==> config.mk <==
export PLATFORM = sky130hd
export DESIGN_NAME = demux2_16bit_buf_flat
export DESIGN_NICKNAME = d
export VERILOG_FILES = /design/src/rtl/demux2_16bit_buf_if.sv /design/src/rtl/demux2_16bit_buf.sv /design/src/flat_wrapper.sv
export SDC_FILE = /design/constraint.sdc
export NUM_CORES = 1
export LEC_CHECK = 0
export ABC_AREA = 1
export CAP_MARGIN = 25
export CORE_AREA = 2 2 100 102
export DETAILED_ROUTE_END_ITERATION = 10
export DIE_AREA = 0 0 102 104
export DONT_BUFFER_PORTS = 1
export PLACE_DENSITY = 0.75
export SETUP_SLACK_MARGIN = 0.3
export SLEW_MARGIN = 30
export SYNTH_ARGS = -nofsm -noshare
export SYNTH_HDL_FRONTEND = slang
export SYNTH_SLANG_ARGS = --single-unit
==> constraint.sdc <==
create_clock -name clk -period 3.2 [get_ports clk]
set_clock_uncertainty 0.2 [all_clocks]
set_input_delay 0.48 -clock clk [delete_from_list [all_inputs] [get_ports clk]]
set_output_delay 0.48 -clock clk [all_outputs]
set_load 0.01 [all_outputs]
==> src/rtl/demux2_16bit_buf_if.sv <==
`default_nettype none
// ============================================================================
// Module  : demux2_16bit_buf_if
// Brief   : Producer stream and two consumer channels of the 1:2 demux.
// Rev     : 1.0  initial release
// ============================================================================
interface demux2_16bit_buf_if #(
    parameter int WIDTH = 16
);
    logic [WIDTH-1:0] in_data;
    logic             in_sel;
    logic             in_valid;
    logic             in_ready;
    logic [WIDTH-1:0] out0_data;
    logic             out0_valid;
    logic             out0_ready;
    logic [WIDTH-1:0] out1_data;
    logic             out1_valid;
    logic             out1_ready;
    logic [1:0]       cnt0;
    logic [1:0]       cnt1;

    modport slave (
        input  in_data, in_sel, in_valid, out0_ready, out1_ready,
        output in_ready, out0_data, out0_valid, out1_data, out1_valid, cnt0, cnt1
    );

    modport master (
        output in_data, in_sel, in_valid, out0_ready, out1_ready,
        input  in_ready, out0_data, out0_valid, out1_data, out1_valid, cnt0, cnt1
    );
endinterface
`default_nettype wire

==> src/rtl/demux2_16bit_buf.sv <==
`default_nettype none
// ============================================================================
// Module  : demux2_16bit_buf
// Brief   : Registered 1:2 demux, 2-entry FIFO per output channel.
//           Optional DEMUX2_ENABLE_PORT_EN adds an input-accept enable port.
// Rev     : 1.0  initial release
// ============================================================================
module demux2_16bit_buf #(
    parameter int WIDTH = 16
) (
    input  wire logic                 clk,
    input  wire logic                 rst,
`ifdef DEMUX2_ENABLE_PORT_EN
    input  wire logic                 en,
`endif
    demux2_16bit_buf_if.slave         bus
);

    localparam logic [1:0] c_EMPTY = 2'd0;
    localparam logic [1:0] c_ONE   = 2'd1;
    localparam logic [1:0] c_FULL  = 2'd2;

    logic             w_en;
    logic             w_accept;
    logic [1:0]       w_cnt   [2];
    logic [WIDTH-1:0] w_head  [2];
    logic             w_oready[2];

`ifdef DEMUX2_ENABLE_PORT_EN
    assign w_en = en;
`else
    assign w_en = 1'b1;
`endif

    assign w_oready[0] = bus.out0_ready;
    assign w_oready[1] = bus.out1_ready;

    // A full destination refuses input even if it pops this cycle.
    assign bus.in_ready = w_en & ((bus.in_sel ? w_cnt[1] : w_cnt[0]) != c_FULL);
    assign w_accept     = bus.in_valid & bus.in_ready;

    generate
        for (genvar g = 0; g < 2; g++) begin : g_ch
            localparam logic c_SEL = (g == 1);

            logic [WIDTH-1:0] r_mem [2];
            logic             r_wptr;
            logic             r_rptr;
            logic [1:0]       r_cnt;
            logic [WIDTH-1:0] r_head;
            logic             w_push;
            logic             w_pop;

            assign w_push = w_accept & (bus.in_sel == c_SEL);
            assign w_pop  = (r_cnt != c_EMPTY) & w_oready[g];

            always_ff @(posedge clk or posedge rst) begin
                if (rst) begin
                    r_mem[0] <= '0;
                    r_mem[1] <= '0;
                    r_wptr   <= 1'b0;
                    r_rptr   <= 1'b0;
                    r_cnt    <= c_EMPTY;
                    r_head   <= '0;
                end else begin
                    if (w_push) begin
                        r_mem[r_wptr] <= bus.in_data;
                        r_wptr        <= ~r_wptr;
                    end
                    if (w_pop) begin
                        r_rptr <= ~r_rptr;
                    end

                    case ({w_push, w_pop})
                        2'b10:   r_cnt <= r_cnt + 2'd1;
                        2'b01:   r_cnt <= r_cnt - 2'd1;
                        default: r_cnt <= r_cnt;
                    endcase

                    // Head register mirrors the next FIFO head; holds when drained.
                    if (w_push && (r_cnt == c_EMPTY || (w_pop && r_cnt == c_ONE))) begin
                        r_head <= bus.in_data;
                    end else if (w_pop && r_cnt == c_FULL) begin
                        r_head <= r_mem[~r_rptr];
                    end
                end
            end

            assign w_cnt[g]  = r_cnt;
            assign w_head[g] = r_head;
        end
    endgenerate

    assign bus.cnt0       = w_cnt[0];
    assign bus.cnt1       = w_cnt[1];
    assign bus.out0_valid = (w_cnt[0] != c_EMPTY);
    assign bus.out1_valid = (w_cnt[1] != c_EMPTY);
    assign bus.out0_data  = w_head[0];
    assign bus.out1_data  = w_head[1];

endmodule
`default_nettype wire

==> src/flat_wrapper.sv <==
// flat-port wrapper written by rule: the top's interface ports become plain ports
module demux2_16bit_buf_flat 
#(
    parameter int WIDTH = 16
)
  (clk, rst, bus_in_data, bus_in_sel, bus_in_valid, bus_out0_ready, bus_out1_ready, bus_in_ready, bus_out0_data, bus_out0_valid, bus_out1_data, bus_out1_valid, bus_cnt0, bus_cnt1);
  demux2_16bit_buf_if #(.WIDTH(WIDTH)) bus_i ();
  input  wire logic clk;
  input  wire logic rst;
  input wire logic [$bits(bus_i.in_data)-1:0] bus_in_data;
  input wire logic [$bits(bus_i.in_sel)-1:0] bus_in_sel;
  input wire logic [$bits(bus_i.in_valid)-1:0] bus_in_valid;
  input wire logic [$bits(bus_i.out0_ready)-1:0] bus_out0_ready;
  input wire logic [$bits(bus_i.out1_ready)-1:0] bus_out1_ready;
  output wire logic [$bits(bus_i.in_ready)-1:0] bus_in_ready;
  output wire logic [$bits(bus_i.out0_data)-1:0] bus_out0_data;
  output wire logic [$bits(bus_i.out0_valid)-1:0] bus_out0_valid;
  output wire logic [$bits(bus_i.out1_data)-1:0] bus_out1_data;
  output wire logic [$bits(bus_i.out1_valid)-1:0] bus_out1_valid;
  output wire logic [$bits(bus_i.cnt0)-1:0] bus_cnt0;
  output wire logic [$bits(bus_i.cnt1)-1:0] bus_cnt1;
  assign bus_i.in_data = bus_in_data;
  assign bus_i.in_sel = bus_in_sel;
  assign bus_i.in_valid = bus_in_valid;
  assign bus_i.out0_ready = bus_out0_ready;
  assign bus_i.out1_ready = bus_out1_ready;
  assign bus_in_ready = bus_i.in_ready;
  assign bus_out0_data = bus_i.out0_data;
  assign bus_out0_valid = bus_i.out0_valid;
  assign bus_out1_data = bus_i.out1_data;
  assign bus_out1_valid = bus_i.out1_valid;
  assign bus_cnt0 = bus_i.cnt0;
  assign bus_cnt1 = bus_i.cnt1;
  demux2_16bit_buf #(.WIDTH(WIDTH)) u_core (.clk(clk), .rst(rst), .bus(bus_i));
endmodule
==> flow_summary.json <==
{
  "p_seq_frac": 0.508,
  "dpl-instance-area_um2": 5122,
  "path_cells": "inv_1 -> ha_1 -> a21oi_2 -> inv_2 -> nand2_2 -> nand3_1 -> nand2_1",
  "avgSynthCellArea_um2": 8.435,
  "synthAdderAreaFrac": 0.01942,
  "hold_viol": 0,
  "crit_type": "reg2reg",
  "cts_sinks": 104,
  "io_pins": 61,
  "p_per_area_nw_per_um2": 918.1,
  "p_comb_frac": 0.344,
  "wire_per_inst_um": 13.35,
  "fmax_mhz": 432.1,
  "start_util": 0.5397,
  "final-seq-area_um2": 2604,
  "final_cell_area_um2": 5371,
  "ant_nets": 0,
  "syn_to_final_growth_pct": 4.224,
  "drt_iter0_drc": 203,
  "rr_worst_depth": 7,
  "grt_max_degree": 89,
  "cp_max_fo": 18,
  "finalCritPeriodShare": 0.7233,
  "antenna_cells": 0,
  "cp_num_cells": 7,
  "switching_share": 0.4134,
  "dieArea_um2": 10610,
  "critPathMaxStageDelay_ns": 0.59,
  "dieWidth_um": 102,
  "synth_area_um2": 5154,
  "synth_warnings": 0,
  "antenna_found_initial": 0,
  "rows": 36,
  "leakagePower_nw": 2.508,
  "synth-compound-area-share": 0.1301,
  "yosysUniqueCellTypes": 26,
  "grt_first_pass_wirelength_um": 16780,
  "setup_violations": 0,
  "period_needed_ns": 2.314,
  "ys_seq_area_frac": 0.5050,
  "synthMuxAreaShare": 0,
  "synth_top_family_by_area": "simple AND/OR/NAND/NOR gates",
  "finalSetupTns_ns": 0,
  "core_um2": 9549,
  "synthSimpleGateAreaFrac": 0.2435,
  "crit_arrival_ns": 2.42,
  "tightest_slew_ns": 0.8533,
  "multiInputGateArea_um2": 2083,
  "synth_xor_xnor_area_share": 0.01020,
  "hpwl_um": 6905,
  "viasPerCell": 4.985,
  "cts_htree_levels": 3,
  "path_clk_slew_ns": 0.10,
  "grt.total_usage": 0.1954,
  "hold_path.class": "in2reg",
  "fillers": 841,
  "dieHeight_um": 104,
  "cts.root.buffer_cell": "clkbuf_8",
  "synth_seq_cells": 104,
  "cts_resized": 0,
  "place_congestion": 0.7938,
  "outcome": "finished, final reports clean",
  "synthesis.instances": 611,
  "switchingPower_mw": 2.038,
  "critPathCaptureType": "register",
  "irDropWorstVdd_uv": 390.7,
  "clkPwrFrac": 0.149,
  "slew_viol_final": 0,
  "min_path_cells": 2,
  "critical_path_buf_inv_count": 2,
  "rsz0062_at_grt": "false",
  "required_ns": 3.30,
  "grt-ovfl-total": 0,
  "drc_errors": 0,
  "cp_top_family": "compound AO/OA/AOI/OAI gates",
  "vias": 3679,
  "worstSkewPairLatency_ns": 0.36,
  "num-nets-final": 630,
  "clk_path_buf_depth": 2,
  "cp_slowest_cell": "a21oi_2",
  "start_kind": "register",
  "cap_violations": 0,
  "drt_first_pass_iters": 5,
  "cts_tree": "yes",
  "p_int_mw": 2.893,
  "port_buffers": 0,
  "cts_buffers": 9,
  "grt_pass1_vias": 3400,
  "relSlewSlack": 0.4311,
  "synth_fp_nets": 641,
  "drt-total-wl_um": 9854,
  "drive_gt1_frac": 0.1190
}
-- registers in the layout (all words and copies together) (netlist names) --
register,flops
u_core.bus.cnt1,2
u_core.g_ch.r_rptr,2
u_core.g_ch.r_mem,64
u_core.bus.out1_data,16
u_core.bus.cnt0,2
u_core.g_ch.r_wptr,2
u_core.bus.out0_data,16
-- worst paths after layout --
kind                                                    from                              endpoint  slack [ns]
min                                          bus_in_data[11]  u_core.g_ch[0].r_mem[11]$_DFFE_PP0P_        0.02
min in group asynchronous                                rst   u_core.bus.out1_data[7]$_DFFE_PP0P_        0.37
max reg2reg                   u_core.bus.cnt0[0]$_DFFE_PP0P_  u_core.bus.out0_data[10]$_DFFE_PP0P_        0.89
max in group asynchronous                                rst     u_core.g_ch[1].r_rptr$_DFFE_PP0P_        1.66
max                           u_core.bus.cnt0[0]$_DFFE_PP0P_  u_core.bus.out0_data[10]$_DFFE_PP0P_        0.89
min reg2reg                u_core.g_ch[0].r_wptr$_DFFE_PP0P_     u_core.g_ch[0].r_wptr$_DFFE_PP0P_        0.30
-- layer usage --
| metal | wire length [µm] | part of all wire | track usage | up-vias |
|---|---|---|---|---|
| met5 | 0 | 0 | 0 | - |
| li1 | - | - | - | 1899 |
| met3 | 700 | 0.071 | 0.05914 | 4 |
| met1 | 4995 | 0.51 | 0.3073 | 1670 |
| met2 | 4095 | 0.42 | 0.2632 | 106 |
| met4 | 63 | 0.0064 | 0.04762 | 0 |
-- power by group through the flow --
stage / combinational, mW / clock [mW] / sequential [mW]
floorplan: 1.59 / 0 / 2.34
global placement: 1.61 / 0 / 2.51
detailed placement: 1.69 / 0 / 2.53
CTS: 1.71 / 0.752 / 2.51
global route: 1.99 / 0.813 / 2.60
finish: 1.69 / 0.733 / 2.50
-- cell families (layout without fill, tap and decap cells) --
family / count (synthesis) / after routing
and+or+nand+nor: 278 / 278
xor gates and xnor gates: 6 / 6
buffers and inverters: 97 / 91
AOI/OAI and AO/OA: 118 / 118
DFF: 104 / 104
adders and majority gates: 8 / 8
-- stage by stage --
stage	setup slack, ns	util	hold WS, ns	total power, mW	cells
floorplan	1.274	-	0.2497	3.928	611
global placement	1.041	0.5364	0.1599	4.125	715
detailed placement	0.8844	0.5364	0.1614	4.220	715
CTS	0.8504	0.5556	0.005539	4.966	732
global route	0.6501	0.5625	0.004798	5.400	738
finish	0.8855	0.5625	0.02097	4.931	738
-- synth_stat cells --
library cell,n,area (µm²)
nand2_1,201,754.5
dfrtp_1,104,2603
inv_1,59,221.5
o21ai_1,55,275.3
o21ai_0,44,220.2
nand3_1,32,160.2
nand2_2,18,112.6
buf_2,16,80.08
o21ai_2,16,140.1
or2_1,16,100.1
ha_1,8,100.1
inv_2,8,30.03
xnor2_1,6,52.55
buf_4,5,37.54
buf_6,5,56.30
nor2_4,4,45.04
buf_12,2,40.04
clkbuf_1,2,7.510
nor2_1,2,7.510
nor2_8,2,40.04
a21oi_1,1,5.000
a21oi_2,1,8.760
nand2_4,1,11.26
nand3_4,1,17.52
nor2_2,1,6.260
o211ai_4,1,21.27
-- final cells by class --
type                    instances  share of cell area
repair buffers                  8             0.01677
well taps                     133             0.03098
clock buffers                   9             0.02306
clock inverters                 7            0.009085
flip-flops and latches        104              0.4847
inverters                      67             0.04752
multi-input cells             410              0.3878
-- cells in the final DEF (no fill, tap or decap), drive strengths merged --
cell	Yosys	routed
dfrtp	104	104
inv	67	66
clkinvlp	0	5
nand3	33	33
clkinv	0	3
nor2	9	9
dlygate4sd3	0	7
nand2	220	220
clkbuf	2	9
ha	8	8
buf	28	1
o21ai	115	115
or2	16	16
xnor2	6	6
o211ai	1	1
a21oi	2	2
-- timing repair --
action,CTS,global route
endpoints found under the hold margin,16,6
hold buffers,1,6
buffers inserted,0,0
No activity file was read; power rests on OpenSTA's default activity.
